File: src/rtl/dff_universal_reg.sv
// -----------------------------------------------------------------------------
// dff_universal_reg
//
// General-purpose WIDTH-bit storage / serialisation register. It replaces
// arrays of single-bit DFFs and supports hold, synchronous clear, parallel
// load, and shift right/left. A shift either takes its fill bit from a serial
// input or rotates the end bit back in, chosen by ROTATE. A registered
// 'changed' flag pulses for one cycle after any edge that altered q.
//
// Parameters:
//   WIDTH      number of register bits (>= 2)
//   RESET_VAL  value forced onto q while rst_n is low
//   ROTATE     0: shifts fill from sin_msb / sin_lsb
//              1: shifts wrap the outgoing end bit around
//
// Ports:
//   clk       rising-edge clock
//   rst_n     asynchronous active-low reset
//   en        clock enable (0 = hold, unless clr=1)
//   clr       synchronous clear to zero, highest priority
//   mode      00 hold, 01 shift right, 10 shift left, 11 parallel load
//   d         parallel load data
//   sin_msb   fill bit entering q[WIDTH-1] on shift right (ROTATE=0)
//   sin_lsb   fill bit entering q[0] on shift left (ROTATE=0)
//   q         register contents
//   qbar      bitwise complement of q
//   sout_lsb  q[0], the bit leaving on shift right
//   sout_msb  q[WIDTH-1], the bit leaving on shift left
//   changed   high for one cycle after an edge that altered q
// -----------------------------------------------------------------------------
module dff_universal_reg #(
  parameter int               WIDTH     = 8,
  parameter logic [WIDTH-1:0] RESET_VAL = {WIDTH{1'b0}},
  parameter bit               ROTATE    = 1'b0
) (
  input  logic             clk,
  input  logic             rst_n,
  input  logic             en,
  input  logic             clr,
  input  logic [1:0]       mode,
  input  logic [WIDTH-1:0] d,
  input  logic             sin_msb,
  input  logic             sin_lsb,
  output logic [WIDTH-1:0] q,
  output logic [WIDTH-1:0] qbar,
  output logic             sout_lsb,
  output logic             sout_msb,
  output logic             changed
);

  localparam logic [1:0] MODE_HOLD = 2'b00;
  localparam logic [1:0] MODE_SHR  = 2'b01;
  localparam logic [1:0] MODE_SHL  = 2'b10;
  localparam logic [1:0] MODE_LOAD = 2'b11;

  function automatic logic [WIDTH-1:0] shift_right(input logic [WIDTH-1:0] v,
                                                   input logic             fill);
    return {fill, v[WIDTH-1:1]};
  endfunction

  function automatic logic [WIDTH-1:0] shift_left(input logic [WIDTH-1:0] v,
                                                  input logic             fill);
    return {v[WIDTH-2:0], fill};
  endfunction

  logic [WIDTH-1:0] next_q;
  logic             fill_r;
  logic             fill_l;

  // In rotate mode the bit falling off one end re-enters at the other.
  assign fill_r = ROTATE ? q[0]       : sin_msb;
  assign fill_l = ROTATE ? q[WIDTH-1] : sin_lsb;

  always_comb begin
    next_q = q;
    if (clr) begin
      next_q = '0;
    end else if (en) begin
      case (mode)
        MODE_HOLD: next_q = q;
        MODE_SHR:  next_q = shift_right(q, fill_r);
        MODE_SHL:  next_q = shift_left(q, fill_l);
        MODE_LOAD: next_q = d;
        default:   next_q = q;
      endcase
    end
  end

  // 'changed' compares against the value being replaced, so loads of an
  // identical value, self-similar shifts and redundant clears leave it low.
  always_ff @(posedge clk or negedge rst_n) begin
    if (!rst_n) begin
      q       <= RESET_VAL;
      changed <= 1'b0;
    end else begin
      q       <= next_q;
      changed <= (next_q != q);
    end
  end

  // Purely combinational from q, so qbar can never disagree with q,
  // including while reset is held.
  assign qbar     = ~q;
  assign sout_lsb = q[0];
  assign sout_msb = q[WIDTH-1];

endmodule

File: config.mk
export PLATFORM = sky130hd
export DESIGN_NAME = dff_universal_reg
export DESIGN_NICKNAME = d
export VERILOG_FILES = /design/src/rtl/dff_universal_reg.sv
export SDC_FILE = /design/constraint.sdc
export NUM_CORES = 1
export LEC_CHECK = 0
export ABC_AREA = 1
export BUFFER_PORTS_ARGS = -buffer_cell sky130_fd_sc_hd__buf_2
export CAP_MARGIN = 20
export CORE_MARGIN = 2
export CORE_UTILIZATION = 49
export CTS_BUF_LIST = sky130_fd_sc_hd__clkbuf_8
export DETAILED_ROUTE_END_ITERATION = 10
export GPL_ROUTABILITY_DRIVEN = 0
export PLACE_DENSITY = 0.86
export SLEW_MARGIN = 0
export SYNTH_ARGS = -nofsm -noshare
export SYNTH_HDL_FRONTEND = slang
export SYNTH_SLANG_ARGS = --single-unit
File: constraint.sdc
create_clock -name clk -period 1.6 [get_ports clk]
set_clock_uncertainty 0.05 [all_clocks]
set_input_delay 0.32 -clock clk [delete_from_list [all_inputs] [get_ports clk]]
set_output_delay 0.32 -clock clk [all_outputs]
set_load 0.01 [all_outputs]
==> reports/qor.yml, run 1 <==
run_status:
  status: "finished, final reports clean"
logic_synthesis:
  synth-seq-cells: 9
  synth.top_cell.area_share: 0.271
  synth_area_per_cell_um2: 5.81
  ys_warn_count: 0
  synth_area_um2: 831
  synthTopCellsByArea: "dfrtp_1 (27%), nand2_1 (20%), inv_1 (15%)"
  synthCells: 143
  synth.distinct_cells: 13
  syn_nets: 159
  yosysTopAreaCell: "dfrtp_1"
  ys_seq_area_frac: 0.271
setup_path:
  required_ns: 1.67
  cp-startpoint: "mode[0]"
  critPathMaxFanout: 8
  reg2regPathDepth: 11
  reg2reg_from: "q[5]"
  cp-endpoint: "changed"
  ff2ff_setup_slack_ns: 0.31
  crit_path_end_kind: "flip-flop"
  critPathKind: "in -> reg"
  cp-start-kind: "input pin"
  r2r-end: "changed"
  cp.arrival_ns: 1.41
sta:
  fin_crit_sh: 0.839
  rsz0062_at_grt: "false"
  fin_tns_setup_ns: 0
  setup_viol: 0
  min_period_ns: 1.34
  fmax_mhz: 745
  slew-limit-headroom: 0.824
  whs_ns: 0.412
  fin_ws_ns: 0.257
  worstMarginPinSlew_ns: 0.264
  final-hold-violation-count: 0
  drv_slew: 0
power_and_ir_drop:
  power_leakage_nw: 0.665
  p_int_uw: 506
  p_total_uw: 761
  p_per_area_mw_per_mm2: 728
  p_switching_uw: 255
  power_frac_comb: 0.315
  clock_power_share: 0.335
  ir_drop_mv: 0.639
  sw_frac_of_total: 0.336
  seqPwrFrac: 0.350
route:
  routed_wl_mm: 2.03
  drt-vias-per-instance: 4.92
  vias: 950
  first_pass_iters: 4
  drt-wirelength-per-cell_um: 10.5
  drtAntennaViolNets: 0
  drtIter0Drc: 25
  drcViolationCount: 0
grt:
  grt_pass1_wl_mm: 3.29
  antenna_found_initial: 0
  grt_max_degree: 17
  grt_overflow_total: 0
  grt.total_usage: 0.225
  grt_pass1_vias: 839
place:
  pre_cts_slack_ns: 0.0177
  port_buffers: 34
  place_hpwl_mm: 1.67
floorplan:
  dieHeight_um: 45.2
  row_count: 14
  start_util: 0.539
  core_area_mm2: 0.00154
  die_x_um: 45.2
  io_pins: 35
  dieArea_mm2: 0.00204
cts:
  cts-resized-gates: 0
  cts_tree: "built"
  clk_latency_ns: 0.23
  clk_path_buf_depth: 2
  clkTransAtPathRegs_ns: 0.04
  cts-root-buf: "clkbuf_8"
  cts.sinks: 9
  htree_levels: 1
  numCtsBuffers: 3
run:
  cap_violations: 0
final_layout:
  regArea_um2: 225
  num-fill-cells: 146
  fin_nets: 194
  multi_input_comb_area_um2: 432
  drive_gt1_frac: 0.260
  area_growth_pct: 25.9
  antenna_cells: 0
worst_hold_path:
  worstHoldPathType: "in -> async"
-- power groups by stage --
stage               sequential, mW  clock, mW  combinational, mW
global route                 0.269      0.267              0.275
finish                       0.266      0.255              0.240
detailed placement           0.269          0              0.239
floorplan                    0.273          0              0.154
CTS                          0.266      0.261              0.242
global placement             0.268          0              0.231
-- metrics by stage --
step                cells  area (um^2)  utilization
floorplan             143          831            -
global placement      188          991        0.643
detailed placement    188          991        0.643
CTS                   193         1050        0.679
global route          193         1050        0.679
finish                193         1050        0.679
-- critical path: stages --
cell,delay [ns]
buf_2,0.18
inv_1,0.12
nor2_1,0.24
nand2_1,0.08
nand3_1,0.13
nand3_1,0.08
nand2_1,0.07
nand2_1,0.06
nor2_1,0.08
nand2_1,0.06
-- sequential cells by signal (all words and copies together), names as in the netlist --
signal and cells:
changed 1, q 8
-- area by class of cell --
cell class | instances | area share
multi-input combinational | 95 | 0.413
inverter | 33 | 0.118
tap | 16 | 0.0191
timing repair buffer | 36 | 0.191
sequential | 9 | 0.215
clock inverter | 1 | 0.00359
clock buffer | 3 | 0.0395
-- layer usage --
layer / track usage / up-vias / routed length, um
li1: - / 492 / -
met1: 0.279 / 412 / 840
met2: 0.371 / 39 / 992
met3: 0.0280 / 7 / 148
met4: 0.135 / 0 / 44
met5: 0 / - / 0
-- worst min-delay path by stage --
stage          startpoint       to  depth (start not counted)
2_1_floorplan       rst_n  changed                          0
4_1_cts             rst_n     q[2]                          2
6_report            rst_n     q[4]                          2
3_3_place_gp        rst_n     q[4]                          1
3_5_place_dp        rst_n     q[4]                          1
5_1_grt             rst_n  changed                          2
-- synth_stat cells --
| cell type | instances |
|---|---|
| o21ai_4 | 1 |
| inv_1 | 33 |
| dfrtp_1 | 9 |
| nand3_2 | 2 |
| buf_6 | 2 |
| buf_4 | 3 |
| nand3_1 | 18 |
| a21oi_1 | 4 |
| a21oi_2 | 4 |
| nand2_2 | 1 |
| nand2_1 | 45 |
| buf_2 | 1 |
| nor2_1 | 20 |
-- cell families (layout without fill, tap and decap cells) --
family / count (synthesis) / count (layout) / share of synthesized area
AO/OA/AOI/OAI: 9 / 9 / 0.0858
buffers and inverters: 39 / 73 / 0.209
flip-flops: 9 / 9 / 0.271
AND/OR/NAND/NOR: 86 / 86 / 0.434
-- layout by cell type (no fill, tap or decap) --
cell and count:
nand2_1 45, inv_1 34, buf_2 34, nor2_1 20
nand3_1 18, dfrtp_1 9, a21oi_1 4, a21oi_2 4
clkbuf_8 3, nand3_2 2, nand2_2 1, o21ai_4 1
dlygate4sd3_1 1, buf_12 1
-- repair_timing --
item,CTS,global route
buffers inserted,0,0
hold endpoints to repair,9,0
endpoints found under the setup margin,0,0
hold buffers,1,0
Power figures use the tool's default switching activity.
==> run 2: changes to the inputs <==
==> constraint.sdc (replaced) <==
create_clock -name clk -period 1.39 [get_ports clk]
set_clock_uncertainty 0.05 [all_clocks]
set_input_delay 0.278 -clock clk [delete_from_list [all_inputs] [get_ports clk]]
set_output_delay 0.278 -clock clk [all_outputs]
set_load 0.01 [all_outputs]
==> run 2 against run 1 <==
Register-to-register slack lost 0.20 ns. Critical path depth grew 2. Flip-flop and latch count is the same. Largest cell class unchanged. Design area is 8.0% higher. Routed wire length up 11%. Combinational power increased by 30%. Sequential share of layout area decreased by 1.3 points. First-iteration DRC count down 28%. Highest routed layer unchanged. Die area stayed put. Sequential power rose by 16%.
==> reports/qor.yml, run 2 (synthesized netlist as in run 1, its figures left out) <==
sta:
  fin_tns_setup_ns: 0  # unchanged
  whs_ns: 0.387  # -0.0249 ns
  setup_viol: 0  # unchanged
  fin_ws_ns: 0.104  # -0.153 ns
  fmax_mhz: 778
  worstMarginPinSlew_ns: 0.241  # -0.0231 ns
  min_period_ns: 1.29
  final-hold-violation-count: 0  # unchanged
  fin_crit_sh: 0.925
  drv_slew: 0  # unchanged
  slew-limit-headroom: 0.840  # +0.0160
setup_path:
  cp.arrival_ns: 1.35  # -0.06 ns
  critPathKind: "in -> reg"
  cp_common_cell: "nand2_1"
  slowest_delay_ns: 0.19  # -0.05 ns
  cp-start-kind: "input pin"
  critPathMaxFanout: 10  # +2
  crit_path_end_kind: "flip-flop"
  required_ns: 1.46  # -0.21 ns
  worstPathCellList: "buf_2, o21ai_4, buf_6, nor2_1, nand2_1, nand2_1, nand2_1, nand2_1, inv_1, nand2_1, nor2_1, nand2_1"
  slowest_stage: "o21ai_4"
  ff2ff_setup_slack_ns: 0.11  # -0.20 ns
final_layout:
  drive_gt1_frac: 0.355  # +0.0950
  fin_nets: 203  # +4.6%
  stdcell_area_mm2: 0.00113  # +8.0%
  fin_util: 0.733  # +0.0544
  most-common-layout-cells: "nand2_1 (42), buf_2 (34), inv_1 (33)"
  top_regs: "q x8, changed x1"
  largest_register: "q"
  layout_commonest_cell: "nand2_1"
  largest_register_ffs: 8  # unchanged
  area_growth_pct: 36.0
  antenna_cells: 0  # unchanged
  fin_cells: 202  # +4.7%
grt:
  grt_overflow_total: 0  # unchanged
  grt_pass1_wl_mm: 3.26  # -0.85%
  grt_pass1_vias: 793  # -5.5%
  grt.total_usage: 0.224  # -0.00129
  grt_max_degree: 11  # -6
  antenna_found_initial: 0  # unchanged
floorplan:
  dieHeight_um: 45.2  # unchanged
  dieArea_mm2: 0.00204  # unchanged
  die_x_um: 45.2  # unchanged
  io_pins: 35  # unchanged
  row_count: 14  # unchanged
  start_util: 0.539  # unchanged
  core_area_mm2: 0.00154  # unchanged
power_and_ir_drop:
  p_total_uw: 912  # +20%
  power_leakage_nw: 0.698  # +5.0%
  ir_drop_mv: 0.784  # +23%
  p_per_area_mw_per_mm2: 807  # +11%
cts:
  clk_path_buf_depth: 2  # unchanged
  clk_latency_ns: 0.23  # about the same
  htree_levels: 1  # unchanged
  numCtsBuffers: 3  # unchanged
  cts.sinks: 9  # unchanged
  clkTransAtPathRegs_ns: 0.04  # about the same
  cts_tree: "built"
  cts-root-buf: "clkbuf_8"
place:
  port_buffers: 34  # unchanged
  place_hpwl_mm: 1.68  # +0.78%
  placed_area_mm2: 0.00105  # +5.6%
  placed_cells: 197  # +4.8%
  pre_cts_slack_ns: -0.125  # -0.143 ns
route:
  first_pass_iters: 4  # unchanged
  drt-vias-per-instance: 4.72  # -4.2%
  drtIter0Drc: 18  # -28%
  drt-wirelength-per-cell_um: 11.1  # +5.9%
  drcViolationCount: 0  # unchanged
  drtAntennaViolNets: 0  # unchanged
  vias: 953  # +0.32%
  routed_wl_mm: 2.24  # +11%
run:
  cap_violations: 0  # unchanged
run_status:
  status: "finished, final reports clean"
worst_hold_path:
  worstHoldPathType: "in -> async"
-- run 2: layout make-up --
class                           count  area [um^2]
Clock buffer                        3         41.3
Clock inverter                      1         3.75
Fill cell                         126          412
Inverter                           33          124
Multi-Input combinational cell     95          453
Sequential cell                     9          229
Tap cell                           16         20.0
Timing Repair Buffer               45          259
-- run 2: critical path: cells and delay by family --
kind / cells / cell delay, ns
simple gates: 8 / 0.53
compound gates: 1 / 0.19
buf+inv: 3 / 0.37
-- run 2: power by group --
part	internal (mW)	total [mW]	switching, mW
Clock	0.192	0.293	0.101
Sequential	0.284	0.308	0.0247
Combinational	0.128	0.311	0.182
Total	0.604	0.912	0.308
-- run 2: worst paths after layout --
path | from | to | cells after the start
worst max-delay path | mode[0] | changed | 12
worst min-delay path | rst_n | q[6] | 2
worst max register to register | q[0] | changed | 11
worst min register to register | q[3] | changed | 6
max in group asynchronous | rst_n | q[3] | 2
min in group clk | clr | q[2] | 4
-- run 2: what timing repair did --
| item | CTS | global route |
|---|---|---|
| endpoints found under the setup margin | 0 | 1 |
| resized for setup | 0 | 12 |
| hold buffers | 1 | 0 |
| endpoints found under the hold margin | 9 | 0 |
| buffers inserted | 0 | 0 |
-- run 2: routing by layer --
metal  global-route usage  vias to the layer above  wire, um
met5                    0                        -         0
met2                0.357                       30      1100
li1                     -                      510         -
met1                0.298                      409      1000
met4                0.135                        0        26
met3               0.0120                        4       111
